$ cat config.mk
export PLATFORM = sky130hd
export DESIGN_NAME = serial_comp
export DESIGN_NICKNAME = d
export VERILOG_FILES = /design/src/rtl/serial_comp_pkg.sv /design/src/rtl/serial_comp_bit_cmp1.sv /design/src/rtl/serial_comp.sv
export SDC_FILE = /design/constraint.sdc
export NUM_CORES = 1
export LEC_CHECK = 0
export ABC_AREA = 1
export BUFFER_PORTS_ARGS = -buffer_cell sky130_fd_sc_hd__buf_4
export CAP_MARGIN = 20
export CORE_AREA = 2 2 39 41
export CTS_CLUSTER_SIZE = 16
export DETAILED_ROUTE_END_ITERATION = 6
export DIE_AREA = 0 0 41 43
export PLACE_DENSITY = 0.7
export SYNTH_ARGS = -nofsm -noshare
export SYNTH_HDL_FRONTEND = slang
export SYNTH_SLANG_ARGS = --single-unit
$ cat constraint.sdc
create_clock -name clk -period 1.4 [get_ports clk]
set_input_delay 0.07 -clock clk [delete_from_list [all_inputs] [get_ports clk]]
set_output_delay 0.07 -clock clk [all_outputs]
set_load 0.01 [all_outputs]
$ cat src/rtl/serial_comp_pkg.sv
// Shared types for the bit-serial comparator: FSM states, the 2-bit decision
// encoding and its mapping onto the gt/eq/lt flags.
package serial_comp_pkg;

    typedef enum logic [0:0] {
        IDLE  = 1'b0,
        SHIFT = 1'b1
    } state_t;

    localparam logic [1:0] CMP_EQ = 2'b00;
    localparam logic [1:0] CMP_GT = 2'b01;
    localparam logic [1:0] CMP_LT = 2'b10;

    typedef struct packed {
        logic gt;
        logic eq;
        logic lt;
    } cmp_flags_t;

    function automatic cmp_flags_t cmp_decode(input logic [1:0] code);
        cmp_flags_t f;
        f.gt = (code == CMP_GT);
        f.eq = (code == CMP_EQ);
        f.lt = (code == CMP_LT);
        return f;
    endfunction

endpackage

$ cat src/rtl/serial_comp_bit_cmp1.sv
// Combinational 1-bit magnitude cell: flags which operand bit is the larger.
module bit_cmp1 (
    input  logic x,
    input  logic y,
    output logic bgt,
    output logic blt
);
    assign bgt = x & ~y;
    assign blt = ~x & y;
endmodule

$ cat src/rtl/serial_comp.sv
// Bit-serial WIDTH-bit unsigned comparator reporting gt/eq/lt once per frame.
// Define SERIAL_COMP_LSB_FIRST_EN for LSB-first operand order (default MSB-first).
module serial_comp
    import serial_comp_pkg::*;
#(
    parameter int WIDTH = 8
) (
    input  logic clk,
    input  logic rst,
    input  logic start,
    input  logic bit_valid,
    input  logic x,
    input  logic y,
    output logic busy,
    output logic done,
    output logic gt,
    output logic eq,
    output logic lt
);
    localparam int CW = $clog2(WIDTH + 1);
    localparam logic [CW-1:0] LAST = CW'(WIDTH - 1);

    state_t          state_reg, state_next;
    logic [CW-1:0]   cnt_reg, cnt_next;
    logic [1:0]      dec_reg, dec_next;
    logic [1:0]      dec_upd;
    cmp_flags_t      res_reg, res_next;
    logic            done_reg, done_next;
    logic            bgt, blt;

    bit_cmp1 u_bit_cmp1 (
        .x   (x),
        .y   (y),
        .bgt (bgt),
        .blt (blt)
    );

    // Decision after folding in the current bit.
    always_comb begin
        dec_upd = dec_reg;
`ifdef SERIAL_COMP_LSB_FIRST_EN
        // Later bits are more significant, so every difference overwrites.
        if (bgt)
            dec_upd = CMP_GT;
        else if (blt)
            dec_upd = CMP_LT;
`else
        // The first difference seen is the most significant one; lock it.
        if (dec_reg == CMP_EQ) begin
            if (bgt)
                dec_upd = CMP_GT;
            else if (blt)
                dec_upd = CMP_LT;
        end
`endif
    end

    always_comb begin
        state_next = state_reg;
        cnt_next   = cnt_reg;
        dec_next   = dec_reg;
        res_next   = res_reg;
        done_next  = 1'b0;
        case (state_reg)
            IDLE: begin
                if (start) begin
                    state_next = SHIFT;
                    cnt_next   = '0;
                    dec_next   = CMP_EQ;
                end
            end
            SHIFT: begin
                // A restart wins over a simultaneous final bit.
                if (start) begin
                    cnt_next = '0;
                    dec_next = CMP_EQ;
                end else if (bit_valid) begin
                    dec_next = dec_upd;
                    if (cnt_reg == LAST) begin
                        state_next = IDLE;
                        cnt_next   = '0;
                        res_next   = cmp_decode(dec_upd);
                        done_next  = 1'b1;
                    end else begin
                        cnt_next = cnt_reg + CW'(1);
                    end
                end
            end
            default: state_next = IDLE;
        endcase
    end

    always_ff @(posedge clk or posedge rst) begin
        if (rst) begin
            state_reg <= IDLE;
            cnt_reg   <= '0;
            dec_reg   <= CMP_EQ;
            res_reg   <= '0;
            done_reg  <= 1'b0;
        end else begin
            state_reg <= state_next;
            cnt_reg   <= cnt_next;
            dec_reg   <= dec_next;
            res_reg   <= res_next;
            done_reg  <= done_next;
        end
    end

    assign busy = (state_reg == SHIFT);
    assign done = done_reg;
    assign gt   = res_reg.gt;
    assign eq   = res_reg.eq;
    assign lt   = res_reg.lt;

endmodule

After elaboration in Yosys (flattened, before gate mapping)
Cells that the tools add are included.
Storage, ports and cells
  register bits after elaboration: 11
  output and inout port bits: 5
  input bits: 6
  word-level logic and storage cells: 44
Cells by class
  mux-type cells: 21
  add/subtract/negate cells: 1
  eq/ne operators: 5
  reduce and logical (&&, ||, !) cells: 4
  bitwise gates (word level): 6
Operators by type and width (number)
  $mux W4: 4
  $mux W2: 6
  $mux W1: 8
  $pmux W4 S2: 1
  $add A4 B1 Y4 const B: 1
  $eq A4 B3 Y1 const B: 1
  $logic_not A2 Y1: 2
  $not A1 Y1: 4
  $pmux W2 S2: 1
  $reduce_and A4 Y1: 1
  $ne A3 B3 Y1 const B: 1
  $and A1 B1 Y1: 2
  $eq A2 B1 Y1 const B: 1
  $eq A2 B2 Y1 const B: 1
  $ne A2 B2 Y1 const B: 1
  $pmux W1 S2: 1
  $reduce_and A2 Y1: 1

Longest topological paths before layout
  depth in word-level cells: 8
  gate-level depth with buffers: 6
  mapped depth without buffers: 6

Cells and area by module
Synthesis repeated with hierarchy kept, for this count alone.
Unflattened totals
  cells, all modules: 70
  area, all modules: 549.3 um^2
Modules (own cells, without submodules)
  serial_comp: cells an instance 66, times used 1, area each 534.3 um^2
  bit_cmp1: cells an instance 4, times used 1, area each 15.0 um^2

Least setup slack after synthesis
No wires, ideal clock.
  path type: reg2reg
  from: register cnt_reg[0]
  to: register res_reg, in the netlist gt
  period minus slack after synthesis: 1.097 ns
  arrival time: 0.979 ns
  cell stages (with the launch flop): 7
  library setup time: 0.117 ns
  data required time: 1.283 ns
  setup slack: 0.303 ns
  cells stage by stage: dfrtp_1 ha_1 nand3_4 nor2_8 inv_2 nand2_1 nand2_1
On the way
  word-level cells in the longest chain between the ends: 2
RTL lines
  start, declared: line serial_comp.sv:24  | logic [CW-1:0] cnt_reg, cnt_next;
  start signal, assigned: line serial_comp.sv:102  | cnt_reg <= cnt_next;
  $eq A4 B3 Y1: line serial_comp.sv:79  | if (cnt_reg == LAST) begin
  $reduce_and A4 Y1 (no source line)
  end signal, assigned: line serial_comp.sv:104  | res_reg <= res_next;
  end, declared: line serial_comp.sv:27  | cmp_flags_t res_reg, res_next;
Every way passes these cells.
A chain may end at the register's enable or synchronous reset.

Worst setup path after layout
  from: register cnt_reg[0]
  to: register res_reg, in the netlist eq
The elaborated chain is that of the path after synthesis.

==> qor.txt <==
Status: finished, final reports clean
PwrDens: 880 nW/um^2
DP Cell Count: 94
Crit path DAT: 1340 ps
Critical path endpoint category: register
DR WL/cell: 9.52 um
Clk root buf: clkbuf_4
Flops & latches, synth: 11
Antenna violations before repair: 0
Fin crit period: 1180 ps
Max FFs per register: 4
Die width: 41 um
Yosys warns: 0
H-tree Lvls: 1
Dpl hpwl: 758 um
CP most frequent cell: nand2_1
Vias in the first global route: 457
Mean Syn Cell Area: 8.35 um^2
Library cells used by synthesis: 15
Post-DRT Antenna Nets: 0
First-pass GRT wire length: 1700 um
Fin. Hold Viols: 0
Placer Congestion: 0.719
MaxCap Viol Count: 0
Port Buffer Count: 10
RSZ-0062 raised after global routing: no
DRT iter0 DRCs: 9
GRT Total Usage: 14.6%
Die Ht: 43 um
Area growth syn-to-layout: 23.1%
Final Max Tran Viols: 0
Layout net count: 91
Reg2reg end: eq$_DFFE_PP0P_
Layout cells sized above 1: 22.9%
TritonCTS buffer count: 3
Clk_skew: 1.91 ps
Mapped Area: 568 um^2
Total Neg Setup Slack: 0 ps
Achievable clock frequency: 0.847 GHz
Diodes inserted: 0
Slowest cell on crit path: dfrtp_1
Reg-to-Reg Start: cnt_reg[0]$_DFFE_PP0P_
Post-Layout Cell Count: 99
Std cell rows: 14
Clock-pin transition on the worst setup and hold timing paths: 70 ps
Mapped Cells: 68
Post-CTS Resized: 0
# hold bufs at CTS: 1
Final Util: 50.5%
Worst endpoint required time: 1560 ps
Hold_sp: bit_valid
CP bufs+invs: 1
Setup WS post-layout: 219 ps
Worst Reg-to-Reg Cells: 6
Reg2Reg Setup Slack: 220 ps
Final worst path period share: 84.4%
Largest net degree at the start of global routing: 12
Clock sinks: 11
Postcts setup bufs: 0
Worst Hold Depth: 2
Slowest cell delay on critical path: 390 ps
Endpoint, Worst Hold: busy$_DFF_PP0_
Leakage power: 0.431 nW
Worst-Skew Late Latency: 270 ps
Drt first pass iters: 4
Hold Path Class: in2reg
Final setup violation count: 0
Crit-path cells: ha_1, nand3_4, nor2_8, inv_2, nand2_1, nand2_1
Dpl ws: 228 ps
Worst setup path class: reg2reg
CP Launch Type: register
Top Family by Delay on Critical Path: flip-flops
DRT Wirelength: 942 um
CTS tree: yes
Die area: 1760 um^2
Syn nets: 75
VDD IR-drop max: 0.000451 V
Starting Density: 41.0%
Sequential element share of the synthesized area: 48.5%
Clock tree buffer depth: 2
Worst slew margin: 72.2%
Via Count: 448
I/O pins: 11
Grt ovf: 0
Core area: 1380 um^2
Critical path fanouts, max: 5
Pin slew with the least headroom to its limit: 417 ps
DRC errors left: 0
Via density: 4.53
-- worst reg2reg max path, cell delays in order, from the launching register on --
cell	delay, ps
dfrtp_1	390
ha_1	250
nand3_4	130
nor2_8	150
inv_2	50
nand2_1	60
nand2_1	50
-- cells in the mapped netlist --
cell / n / share of area, %
o21ai_0: 1 / 0.88
nand3_1: 5 / 4.4
nand3_4: 2 / 6.2
dfrtp_1: 11 / 48
a31oi_1: 1 / 1.1
a21oi_1: 3 / 2.6
inv_2: 2 / 1.3
nor2_8: 1 / 3.5
mux2i_1: 1 / 1.8
a21o_2: 1 / 1.5
nor2_1: 2 / 1.3
o21ai_1: 1 / 0.88
nand2_1: 24 / 16
inv_1: 12 / 7.9
ha_1: 1 / 2.2
-- power by group --
part           internal (W)  switching (W)  total [W]
Combinational     0.0000281      0.0000397  0.0000677
Clock              0.000110       0.000104   0.000214
Sequential         0.000326     0.00000736   0.000334
-- cell families after synthesis --
| kind of cell | share of synthesized area [%] |
|---|---|
| AOI/OAI and AO/OA | 7.05 |
| adders and majority gates | 2.20 |
| buffers and inverters | 9.25 |
| DFF | 48.5 |
| muxes | 1.76 |
| and+or+nand+nor | 31.3 |
-- layout by cell type (no fill, tap or decap) --
master         instances
o21ai_1                1
dlygate4sd3_1          1
inv_1                 12
nor2_8                 1
buf_4                 10
inv_2                  2
nand2_1               24
dfrtp_1               11
ha_1                   1
mux2i_1                1
a21oi_1                3
a31oi_1                1
nand3_4                2
a21o_2                 1
clkbuf_1               1
nand3_1                5
o21ai_0                1
nor2_1                 2
clkbuf_4               3
-- area by class of cell --
class / count / area (um^2)
Multi-Input combinational cell: 43 / 240
Tap cell: 16 / 20.0
Fill cell: 128 / 684
Clock buffer: 4 / 26.3
Inverter: 14 / 52.6
Sequential cell: 11 / 275
Timing Repair Buffer: 11 / 85.1
-- per-layer routing --
metal | up-vias | GRT usage (%) | wire, um
met1 | 196 | 16.3 | 408
li1 | 240 | - | -
met2 | 10 | 22.2 | 465
met3 | 2 | 3.14 | 55
met4 | 0 | 12.0 | 12
met5 | - | 0 | 0
-- stage by stage --
step | hold WS, ps | area, um^2 | power (W)
after floorplan | -77.6 | 568 | 0.000381
after global placement | 94.3 | 663 | 0.000405
after detailed placement | 94.0 | 663 | 0.000407
after CTS | 21.6 | 699 | 0.000625
after global routing | 21.6 | 699 | 0.000653
final | 30.1 | 699 | 0.000615
-- worst max-delay path by stage --
| stage | from | to | slack, ps | cells past startpoint |
|---|---|---|---|---|
| after detailed placement | cnt_reg[0]$_DFFE_PP0P_ | eq$_DFFE_PP0P_ | 230 | 6 |
| after global routing | cnt_reg[0]$_DFFE_PP0P_ | eq$_DFFE_PP0P_ | 140 | 6 |
| after CTS | cnt_reg[0]$_DFFE_PP0P_ | eq$_DFFE_PP0P_ | 220 | 6 |
| after floorplan | cnt_reg[0]$_DFFE_PP0P_ | gt$_DFFE_PP0P_ | 300 | 6 |
| after global placement | cnt_reg[0]$_DFFE_PP0P_ | gt$_DFFE_PP0P_ | 270 | 6 |
| final | cnt_reg[0]$_DFFE_PP0P_ | eq$_DFFE_PP0P_ | 220 | 6 |
Power figures use the tool's default switching activity.
